### src/rtl/slot_dma_if.sv
// Bundled command, SRAM and arbiter signals of slot_dma. The master modport is the DMA side.
// Handshakes: cmd_valid/cmd_ready transfer when both are high at a rising edge; arb_req/arb_gnt
// transfer a bus beat when both are high at a rising edge, with arb_req held until arb_gnt.
interface slot_dma_if #(
  parameter int DATA_W   = 64,
  parameter int ADDR_W   = 48,
  parameter int LEN_W    = 14,
  parameter int STRIDE_W = 16,
  parameter int SLOT_W   = 2
);
  logic                cmd_valid;
  logic                cmd_ready;
  logic                cmd_dir;
  logic [SLOT_W-1:0]   cmd_slot;
  logic [ADDR_W-1:0]   cmd_addr;
  logic [LEN_W-1:0]    cmd_len;
  logic [STRIDE_W-1:0] cmd_stride;
  logic                done;
  logic                busy;
  logic                err;
  logic                mem_we;
  logic                mem_re;
  logic [SLOT_W-1:0]   mem_slot;
  logic [LEN_W-1:0]    mem_idx;
  logic [DATA_W-1:0]   mem_wdata;
  logic [DATA_W-1:0]   mem_rdata;
  logic                arb_req;
  logic                arb_we;
  logic [ADDR_W-1:0]   arb_addr;
  logic [DATA_W-1:0]   arb_wdata;
  logic                arb_gnt;
  logic                arb_valid;
  logic [DATA_W-1:0]   arb_rdata;
  logic [31:0]         stat_words;
  logic [31:0]         stat_stalls;

  modport master (
    input  cmd_valid, cmd_dir, cmd_slot, cmd_addr, cmd_len, cmd_stride,
    input  mem_rdata, arb_gnt, arb_valid, arb_rdata,
    output cmd_ready, done, busy, err, mem_we, mem_re, mem_slot, mem_idx, mem_wdata,
    output arb_req, arb_we, arb_addr, arb_wdata, stat_words, stat_stalls
  );

  modport slave (
    output cmd_valid, cmd_dir, cmd_slot, cmd_addr, cmd_len, cmd_stride,
    output mem_rdata, arb_gnt, arb_valid, arb_rdata,
    input  cmd_ready, done, busy, err, mem_we, mem_re, mem_slot, mem_idx, mem_wdata,
    input  arb_req, arb_we, arb_addr, arb_wdata, stat_words, stat_stalls
  );
endinterface

### src/rtl/slot_dma.sv
// Strided DMA between the 64-bit arbiter bus and the NTT slot SRAM, with bounded outstanding reads.
// Optional word/stall counters are built only when SLOT_DMA_STATS_EN is defined.
module slot_dma #(
  parameter int DATA_W   = 64,
  parameter int ADDR_W   = 48,
  parameter int LEN_W    = 14,
  parameter int STRIDE_W = 16,
  parameter int SLOT_W   = 2,
  parameter int MAX_OUT  = 8
) (
  input  logic       clk,
  input  logic       rst_n,
  slot_dma_if.master bus
);
  localparam int                OUT_W     = 8;
  localparam logic [OUT_W-1:0]  MAX_OUT_C = OUT_W'(MAX_OUT);
  localparam logic [OUT_W-1:0]  OUT_ONE   = OUT_W'(1);
  localparam logic [LEN_W-1:0]  LEN_ONE   = LEN_W'(1);

  typedef enum logic [2:0] {S_IDLE, S_RD, S_WR_FETCH, S_WR_REQ, S_DONE} state_t;

  state_t              state_q, state_d;
  logic [SLOT_W-1:0]   slot_q, slot_d;
  logic [LEN_W-1:0]    len_q, len_d;
  logic [LEN_W-1:0]    idx_q, idx_d;
  logic [LEN_W-1:0]    issued_q, issued_d;
  logic [LEN_W-1:0]    acked_q, acked_d;
  logic [STRIDE_W-1:0] stride_q, stride_d;
  logic [ADDR_W-1:0]   cur_addr_q, cur_addr_d;
  logic [OUT_W-1:0]    outst_q, outst_d;
  logic                err_q, err_d;

  logic              req, rd_gnt, rd_rsp, wr_gnt, rsp_bad;
  logic [ADDR_W-1:0] next_addr;

  assign next_addr = cur_addr_q + ADDR_W'(stride_q);
  // A response with nothing in flight is never written anywhere, only flagged.
  assign rsp_bad   = bus.arb_valid && (outst_q == '0);
  assign rd_rsp    = (state_q == S_RD) && bus.arb_valid && (outst_q != '0);
  assign req       = ((state_q == S_RD) && (issued_q < len_q) && (outst_q < MAX_OUT_C))
                     || (state_q == S_WR_REQ);
  assign rd_gnt    = (state_q == S_RD) && req && bus.arb_gnt;
  assign wr_gnt    = (state_q == S_WR_REQ) && bus.arb_gnt;

  always_comb begin
    bus.cmd_ready = (state_q == S_IDLE);
    bus.busy      = (state_q != S_IDLE);
    bus.done      = (state_q == S_DONE);
    bus.err       = err_q;
    bus.arb_req   = req;
    bus.arb_we    = (state_q == S_WR_REQ);
    bus.arb_addr  = '0;
    bus.arb_wdata = '0;
    bus.mem_we    = rd_rsp;
    bus.mem_re    = (state_q == S_WR_FETCH);
    bus.mem_slot  = '0;
    bus.mem_idx   = '0;
    bus.mem_wdata = '0;
    if ((state_q == S_RD) || (state_q == S_WR_REQ)) bus.arb_addr = cur_addr_q;
    if (state_q == S_WR_REQ) bus.arb_wdata = bus.mem_rdata;
    if (rd_rsp) begin
      bus.mem_slot  = slot_q;
      bus.mem_idx   = acked_q;
      bus.mem_wdata = bus.arb_rdata;
    end
    if (state_q == S_WR_FETCH) begin
      bus.mem_slot = slot_q;
      bus.mem_idx  = idx_q;
    end
  end

  always_comb begin
    state_d    = state_q;
    slot_d     = slot_q;
    len_d      = len_q;
    idx_d      = idx_q;
    issued_d   = issued_q;
    acked_d    = acked_q;
    stride_d   = stride_q;
    cur_addr_d = cur_addr_q;
    outst_d    = outst_q;
    err_d      = err_q | rsp_bad;
    case (state_q)
      S_IDLE: begin
        if (bus.cmd_valid) begin
          slot_d     = bus.cmd_slot;
          len_d      = bus.cmd_len;
          stride_d   = bus.cmd_stride;
          cur_addr_d = bus.cmd_addr;
          idx_d      = '0;
          issued_d   = '0;
          acked_d    = '0;
          outst_d    = '0;
          err_d      = rsp_bad;
          if (bus.cmd_len == '0)  state_d = S_DONE;
          else if (bus.cmd_dir)   state_d = S_WR_FETCH;
          else                    state_d = S_RD;
        end
      end
      S_RD: begin
        if (rd_gnt) begin
          issued_d   = issued_q + LEN_ONE;
          cur_addr_d = next_addr;
        end
        case ({rd_gnt, rd_rsp})
          2'b10:   outst_d = outst_q + OUT_ONE;
          2'b01:   outst_d = outst_q - OUT_ONE;
          default: outst_d = outst_q;
        endcase
        if (rd_rsp) begin
          acked_d = acked_q + LEN_ONE;
          if ((acked_q + LEN_ONE) == len_q) state_d = S_DONE;
        end
      end
      S_WR_FETCH: state_d = S_WR_REQ;
      S_WR_REQ: begin
        if (wr_gnt) begin
          idx_d      = idx_q + LEN_ONE;
          cur_addr_d = next_addr;
          state_d    = ((idx_q + LEN_ONE) == len_q) ? S_DONE : S_WR_FETCH;
        end
      end
      S_DONE:  state_d = S_IDLE;
      default: state_d = S_IDLE;
    endcase
  end

  always_ff @(posedge clk or negedge rst_n) begin
    if (!rst_n) begin
      state_q    <= S_IDLE;
      slot_q     <= '0;
      len_q      <= '0;
      idx_q      <= '0;
      issued_q   <= '0;
      acked_q    <= '0;
      stride_q   <= '0;
      cur_addr_q <= '0;
      outst_q    <= '0;
      err_q      <= 1'b0;
    end else begin
      state_q    <= state_d;
      slot_q     <= slot_d;
      len_q      <= len_d;
      idx_q      <= idx_d;
      issued_q   <= issued_d;
      acked_q    <= acked_d;
      stride_q   <= stride_d;
      cur_addr_q <= cur_addr_d;
      outst_q    <= outst_d;
      err_q      <= err_d;
    end
  end

`ifdef SLOT_DMA_STATS_EN
  logic [31:0] words_q, words_d, stalls_q, stalls_d;

  always_comb begin
    words_d  = words_q;
    stalls_d = stalls_q;
    if (rd_rsp || wr_gnt)      words_d  = words_q + 32'd1;
    if (req && !bus.arb_gnt)   stalls_d = stalls_q + 32'd1;
  end

  always_ff @(posedge clk or negedge rst_n) begin
    if (!rst_n) begin
      words_q  <= '0;
      stalls_q <= '0;
    end else begin
      words_q  <= words_d;
      stalls_q <= stalls_d;
    end
  end

  assign bus.stat_words  = words_q;
  assign bus.stat_stalls = stalls_q;
`else
  assign bus.stat_words  = 32'd0;
  assign bus.stat_stalls = 32'd0;
`endif
endmodule
### src/flat_wrapper.sv
// flat-port wrapper written by rule: the top's interface ports become plain ports
module slot_dma_flat 
#(
  parameter int DATA_W   = 64,
  parameter int ADDR_W   = 48,
  parameter int LEN_W    = 14,
  parameter int STRIDE_W = 16,
  parameter int SLOT_W   = 2,
  parameter int MAX_OUT  = 8
)
  (clk, rst_n, bus_cmd_valid, bus_cmd_dir, bus_cmd_slot, bus_cmd_addr, bus_cmd_len, bus_cmd_stride, bus_mem_rdata, bus_arb_gnt, bus_arb_valid, bus_arb_rdata, bus_cmd_ready, bus_done, bus_busy, bus_err, bus_mem_we, bus_mem_re, bus_mem_slot, bus_mem_idx, bus_mem_wdata, bus_arb_req, bus_arb_we, bus_arb_addr, bus_arb_wdata, bus_stat_words, bus_stat_stalls);
  slot_dma_if #(.DATA_W(DATA_W), .ADDR_W(ADDR_W), .LEN_W(LEN_W), .STRIDE_W(STRIDE_W), .SLOT_W(SLOT_W)) bus_i ();
  input  logic clk;
  input  logic rst_n;
  input wire logic [$bits(bus_i.cmd_valid)-1:0] bus_cmd_valid;
  input wire logic [$bits(bus_i.cmd_dir)-1:0] bus_cmd_dir;
  input wire logic [$bits(bus_i.cmd_slot)-1:0] bus_cmd_slot;
  input wire logic [$bits(bus_i.cmd_addr)-1:0] bus_cmd_addr;
  input wire logic [$bits(bus_i.cmd_len)-1:0] bus_cmd_len;
  input wire logic [$bits(bus_i.cmd_stride)-1:0] bus_cmd_stride;
  input wire logic [$bits(bus_i.mem_rdata)-1:0] bus_mem_rdata;
  input wire logic [$bits(bus_i.arb_gnt)-1:0] bus_arb_gnt;
  input wire logic [$bits(bus_i.arb_valid)-1:0] bus_arb_valid;
  input wire logic [$bits(bus_i.arb_rdata)-1:0] bus_arb_rdata;
  output wire logic [$bits(bus_i.cmd_ready)-1:0] bus_cmd_ready;
  output wire logic [$bits(bus_i.done)-1:0] bus_done;
  output wire logic [$bits(bus_i.busy)-1:0] bus_busy;
  output wire logic [$bits(bus_i.err)-1:0] bus_err;
  output wire logic [$bits(bus_i.mem_we)-1:0] bus_mem_we;
  output wire logic [$bits(bus_i.mem_re)-1:0] bus_mem_re;
  output wire logic [$bits(bus_i.mem_slot)-1:0] bus_mem_slot;
  output wire logic [$bits(bus_i.mem_idx)-1:0] bus_mem_idx;
  output wire logic [$bits(bus_i.mem_wdata)-1:0] bus_mem_wdata;
  output wire logic [$bits(bus_i.arb_req)-1:0] bus_arb_req;
  output wire logic [$bits(bus_i.arb_we)-1:0] bus_arb_we;
  output wire logic [$bits(bus_i.arb_addr)-1:0] bus_arb_addr;
  output wire logic [$bits(bus_i.arb_wdata)-1:0] bus_arb_wdata;
  output wire logic [$bits(bus_i.stat_words)-1:0] bus_stat_words;
  output wire logic [$bits(bus_i.stat_stalls)-1:0] bus_stat_stalls;
  assign bus_i.cmd_valid = bus_cmd_valid;
  assign bus_i.cmd_dir = bus_cmd_dir;
  assign bus_i.cmd_slot = bus_cmd_slot;
  assign bus_i.cmd_addr = bus_cmd_addr;
  assign bus_i.cmd_len = bus_cmd_len;
  assign bus_i.cmd_stride = bus_cmd_stride;
  assign bus_i.mem_rdata = bus_mem_rdata;
  assign bus_i.arb_gnt = bus_arb_gnt;
  assign bus_i.arb_valid = bus_arb_valid;
  assign bus_i.arb_rdata = bus_arb_rdata;
  assign bus_cmd_ready = bus_i.cmd_ready;
  assign bus_done = bus_i.done;
  assign bus_busy = bus_i.busy;
  assign bus_err = bus_i.err;
  assign bus_mem_we = bus_i.mem_we;
  assign bus_mem_re = bus_i.mem_re;
  assign bus_mem_slot = bus_i.mem_slot;
  assign bus_mem_idx = bus_i.mem_idx;
  assign bus_mem_wdata = bus_i.mem_wdata;
  assign bus_arb_req = bus_i.arb_req;
  assign bus_arb_we = bus_i.arb_we;
  assign bus_arb_addr = bus_i.arb_addr;
  assign bus_arb_wdata = bus_i.arb_wdata;
  assign bus_stat_words = bus_i.stat_words;
  assign bus_stat_stalls = bus_i.stat_stalls;
  slot_dma #(.DATA_W(DATA_W), .ADDR_W(ADDR_W), .LEN_W(LEN_W), .STRIDE_W(STRIDE_W), .SLOT_W(SLOT_W), .MAX_OUT(MAX_OUT)) u_core (.clk(clk), .rst_n(rst_n), .bus(bus_i));
endmodule
### config.mk
export PLATFORM = sky130hd
export DESIGN_NAME = slot_dma_flat
export DESIGN_NICKNAME = d
export VERILOG_FILES = /design/src/rtl/slot_dma_if.sv /design/src/rtl/slot_dma.sv /design/src/flat_wrapper.sv
export SDC_FILE = /design/constraint.sdc
export NUM_CORES = 1
export LEC_CHECK = 0
export ABC_CLOCK_PERIOD_IN_PS = 10250
export CORE_AREA = 2 2 187 189
export DETAILED_ROUTE_END_ITERATION = 10
export DIE_AREA = 0 0 189 191
export DONT_BUFFER_PORTS = 1
export GPL_TIMING_DRIVEN = 0
export PLACE_DENSITY_LB_ADDON = 0.2
export SLEW_MARGIN = 20
export SYNTH_ARGS = -nofsm -noshare
export SYNTH_HDL_FRONTEND = slang
export SYNTH_SLANG_ARGS = --single-unit
### constraint.sdc
create_clock -name clk -period 10.25 [get_ports clk]
set_input_delay 2.05 -clock clk [delete_from_list [all_inputs] [get_ports clk]]
set_output_delay 2.05 -clock clk [all_outputs]
set_load 0.1 [all_outputs]
# Word-level counts from Yosys, hierarchy flattened
# Cells that the tools add are included.
# classes
n_eq_ne,14
addsub,6
n_bitwise,1
n_shift,0
n_reduce_logical,25
multipliers,0
mux,31
n_lt_le_gt_ge,2
div,0
# ops
operator,n
2-to-1 mux 48 bit,4
case mux 48 bit (3 select lines),1
2-to-1 mux 64 bit,2
2-to-1 mux 14 bit,6
case mux 14 bit (2 select lines),3
adder 48 x 16 -> 48 bit,1
adder 14 x 1 -> 14 bit (second input constant),3
case mux 8 bit (2 select lines),2
== test 14 bit,2
2-to-1 mux 3 bit,6
zero test 14 bit,1
less-than comparator 14 bit,1
case mux 3 bit (4 select lines),1
AND reduction 3 bit,4
adder 8 x 1 -> 8 bit (second input constant),1
logical AND 1 bit,8
zero test 8 bit,1
less-than comparator 8 x 4 -> 1 bit (second input constant),1
2-to-1 mux 8 bit,1
AND reduction 4 bit,2
nonzero test 8 bit,1
subtractor 8 x 1 -> 8 bit (second input constant),1
== test 3 x 2 -> 1 bit (second input constant),2
2-to-1 mux 2 bit,3
other kinds (14),21
# totals
latch_bits,0
ff_bits,134
mem_bits_rw,0
output_inout_bits,264
rom_bits,0
memories,0

# Longest topological paths before layout
# Gate-level depths: netlist of the first run.
# depth
depth_word,9
ltp_mapped,18
mapped_depth_nobuf,17

# Worst setup path after synthesis of the first run
# Ideal clock, no wire load.
# synth_timing
path_type,input to output
startpoint,input bus_arb_valid
endpoint,output bus_mem_idx[11]
setup_slack_ns,3.317
n_path_buf,2
path_stages,5
arrival_ns,4.883
path_cell_list,nand2b_1 or3_1 buf_2 buf_1 o21ai_0
# synth_via
elab_chain_cells,4
# synth_rtl
item,line,rtl
from (decl),flat_wrapper.sv:23,input wire logic [$bits(bus_i.arb_valid)-1:0] bus_arb_valid;
logical AND 1 bit (2 in a row),slot_dma.sv:39,assign rd_rsp = (state_q == S_RD) && bus.arb_valid && (outst_q != '0);
2-to-1 mux 14 bit,slot_dma.sv:61,if (rd_rsp) begin
2-to-1 mux 14 bit,slot_dma.sv:66,if (state_q == S_WR_FETCH) begin
to (decl),flat_wrapper.sv:32,output wire logic [$bits(bus_i.mem_idx)-1:0] bus_mem_idx;
# Every way passes these cells.

# Worst setup path after layout of the first run
# layout_timing
startpoint,input bus_arb_valid
endpoint,output bus_mem_idx[4]
# The elaborated chain is that of the path after synthesis.

==> impl_metrics.ini, run 1 <==
[outcome]
status = finished, final reports clean

[sta]
max_freq_mhz = 148
finalHoldViolCount = 0
holdWs_ps = 473
max_slew.worst_pin.slew_ps = 1210
setup_tns_ps = 0
skew_ps = 11.3
min_period_over_period_pct = 65.7
finalSetupViolCount = 0
final_max_slew_viol_count = 0
slew_headroom_pct = 19.8
rsz0062_at_grt = no
period_needed_ps = 6740
setup_slack_ps = 3510

[setup_path]
crit_slowest_cell = a22o_1
crit_buf_inv = 4
cp-end-kind = output pin
setup.worst_path.start_class = input port
worstSetupPathType = input port to output pin
cpLargestDelayFamily = buffers and inverters
path_common_cell = buf_2
cp.required_ps = 8200
critPathMaxStageDelay_ps = 920
path_max_fanout = 10
path_cells = nand2b_1 > or3_1 > buf_2 > inv_2 > buf_2 > buf_1 > a22o_1
worstPathArrival_ps = 4690

[route]
drt_iter0_drc = 848
drc = 0
firstDrtPassIters = 5
drt-total-wl_um = 44200
avgRoutedWirePerCell_um = 23.5
ant_nets = 0
routed_via_density = 5.30
via_count = 9970

[clock_network]
htreeDepth = 4
cts_resized = 0
insertion_delay_ps = 440
cts_tree = yes
post_cts_buffers = 0
clock-sinks = 134
holdBufCountCts = 0
clk_pin_slew_ps = 60
cts_root_buffer = clkbuf_16
cts_buffers = 17
cts.path.max_buffers = 2

[grt]
grt_pass1_vias = 9134
antenna_found_initial = 12
grt_util_all_layers_pct = 23.6
grt_pass1_wl_um = 62400
grt_max_degree = 135
grt.overflow.total = 0

[job]
maxCapViolations = 0

[die]
initial_core_util_pct = 30.9
coreArea_um2 = 34100
std_cell_rows = 68
die_w_um = 189
ios = 478
die_h_um = 191
die_area_um2 = 36100

[synth]
synth_edf_count = 0
postSynthCellCount = 1314
yosysWarnings = 0
syn_area_per_cell_um2 = 8.01
synth_cell_types = 78
async_flop_share_pct = 100
synthesis.area_um2 = 10500
yosysSeqAreaShare_pct = 31.9
synthFlopType = dfrtp_1
ys_seq_elements = 134

[placement]
globalplace.congestion = 0.892
place_area_um2 = 11500
placement.setup.worst_slack_ps = 3530
port_buffers = 0
hpwlAfterDp_um = 35500

[layout]
syn_to_final_growth_pct = 15.5
final_area_um2 = 12200
n_fill_cell = 3521
fin_nets = 1660
final_common_cell = and2_1
drive_gt1_share_pct = 11.6
final_cell_mix = and2_1, nand2_1, dfrtp_1

[min_path]
hold_path_class = flop to flop
-- synth_stat cells, types with 6 or more instances --
library cell | number | area share [%]
o22a_1 | 9 | 0.75
nor2b_1 | 7 | 0.42
a22o_1 | 19 | 1.6
a211oi_1 | 14 | 1.0
buf_1 | 7 | 0.25
a21oi_1 | 67 | 3.2
a2bb2oi_1 | 6 | 0.50
a31oi_1 | 21 | 1.2
buf_2 | 15 | 0.71
nand3_1 | 26 | 1.2
or3_1 | 11 | 0.65
xnor2_1 | 40 | 3.3
o22ai_1 | 8 | 0.48
inv_1 | 40 | 1.4
and3_1 | 15 | 0.89
dfrtp_1 | 134 | 32
clkbuf_1 | 53 | 1.9
xor2_1 | 24 | 2.0
o21ai_0 | 98 | 4.7
o31ai_1 | 10 | 0.71
o21a_1 | 8 | 0.57
nand4_1 | 21 | 1.2
nor4_1 | 13 | 0.77
buf_4 | 69 | 4.9
mux2i_1 | 6 | 0.57
a21o_1 | 13 | 0.93
nor3_1 | 20 | 0.95
nand2_1 | 151 | 5.4
and2_1 | 175 | 10
nor2_1 | 88 | 3.1
ha_1 | 39 | 4.6
-- sequential cells by signal, summed over array words and instances (netlist names) --
| name | count |
|---|---|
| u_core.acked_q | 14 |
| u_core.issued_q | 14 |
| u_core.idx_q | 14 |
| u_core.outst_q | 8 |
| u_core.bus.err | 1 |
| u_core.state_q | 3 |
| u_core.stride_q | 16 |
| u_core.len_q | 14 |
| u_core.cur_addr_q | 48 |
| u_core.slot_q | 2 |
-- per-layer routing --
metal  GRT usage, %  share of wire, %
met5              0             0.097
met4           10.7               4.0
met3           8.06                10
met2           34.2                43
met1           31.5                43
-- layout make-up --
type | count | area, um^2 | share of cell area, %
clock inverter | 9 | 124 | 1.02
clock buffer | 23 | 478 | 3.93
buffer | 147 | 856 | 7.04
timing repair buffer | 9 | 161 | 1.33
multi-input combinational | 1055 | 6450 | 53.0
inverter | 41 | 154 | 1.27
antenna | 7 | 17.5 | 0.144
tap | 455 | 569 | 4.68
sequential | 134 | 3350 | 27.6
-- path summary, 6_finish.rpt --
kind,from,endpoint,slack [ps],cells after the start
setup / recovery,bus_arb_valid,bus_mem_idx[4],3510,7
hold / removal,u_core.slot_q[1],u_core.slot_q[1],470,2
setup reg to reg,u_core.outst_q[4],u_core.outst_q[0],5660,13
hold reg to reg,u_core.slot_q[1],u_core.slot_q[1],470,2
max in group asynchronous,rst_n,u_core.acked_q[0],8670,0
min in group asynchronous,rst_n,u_core.stride_q[6],1300,0
-- cell families after synthesis --
logic type,Yosys count,synth area share (%)
other cells,1,0.0356
buf+inv,188,9.56
xor+xnor,64,5.32
mux,8,0.784
fa+ha+maj,41,5.02
simple gates,558,27.8
compound gates,320,19.6
flops,134,31.9
-- worst register-to-register path: cells and delay by family, from the launching register on --
kind,cells,cell delay (ps)
DFF,1,400
and+or+nand+nor,6,2350
buffers and inverters,5,1000
adders and majority gates,1,340
muxes,1,370
-- metrics by stage --
step	util, %	cells
CTS	35.6	1873
finish	35.7	1880
detailed placement	33.8	1841
global route	35.6	1873
global placement	33.2	1832
floorplan	-	1377
Power of run 1 is left out: the tool's default activity adds up to more than one toggle a clock period on the data nets, which glitch-free logic cannot reach.
==> run 2: changes to the inputs <==
--- a/config.mk
+++ b/config.mk
@@ -5,7 +5,7 @@
 export SDC_FILE = /design/constraint.sdc
 export NUM_CORES = 1
 export LEC_CHECK = 0
-export ABC_CLOCK_PERIOD_IN_PS = 10250
+export ABC_CLOCK_PERIOD_IN_PS = 6900
 export CORE_AREA = 2 2 187 189
 export DETAILED_ROUTE_END_ITERATION = 10
 export DIE_AREA = 0 0 189 191
==> constraint.sdc (replaced) <==
create_clock -name clk -period 6.9 [get_ports clk]
set_input_delay 1.38 -clock clk [delete_from_list [all_inputs] [get_ports clk]]
set_output_delay 1.38 -clock clk [all_outputs]
set_load 0.1 [all_outputs]
==> results of run 2 <==
Same layout as run 1 (identical final DEF). Status: finished, final reports clean.
Main changes from that run: setup slack after placement 3530 ps -> 1520 ps; setup slack after layout 3510 ps -> 1500 ps; register-to-register setup slack 5660 ps -> 2310 ps
Power of run 2 is left out for the same reason.
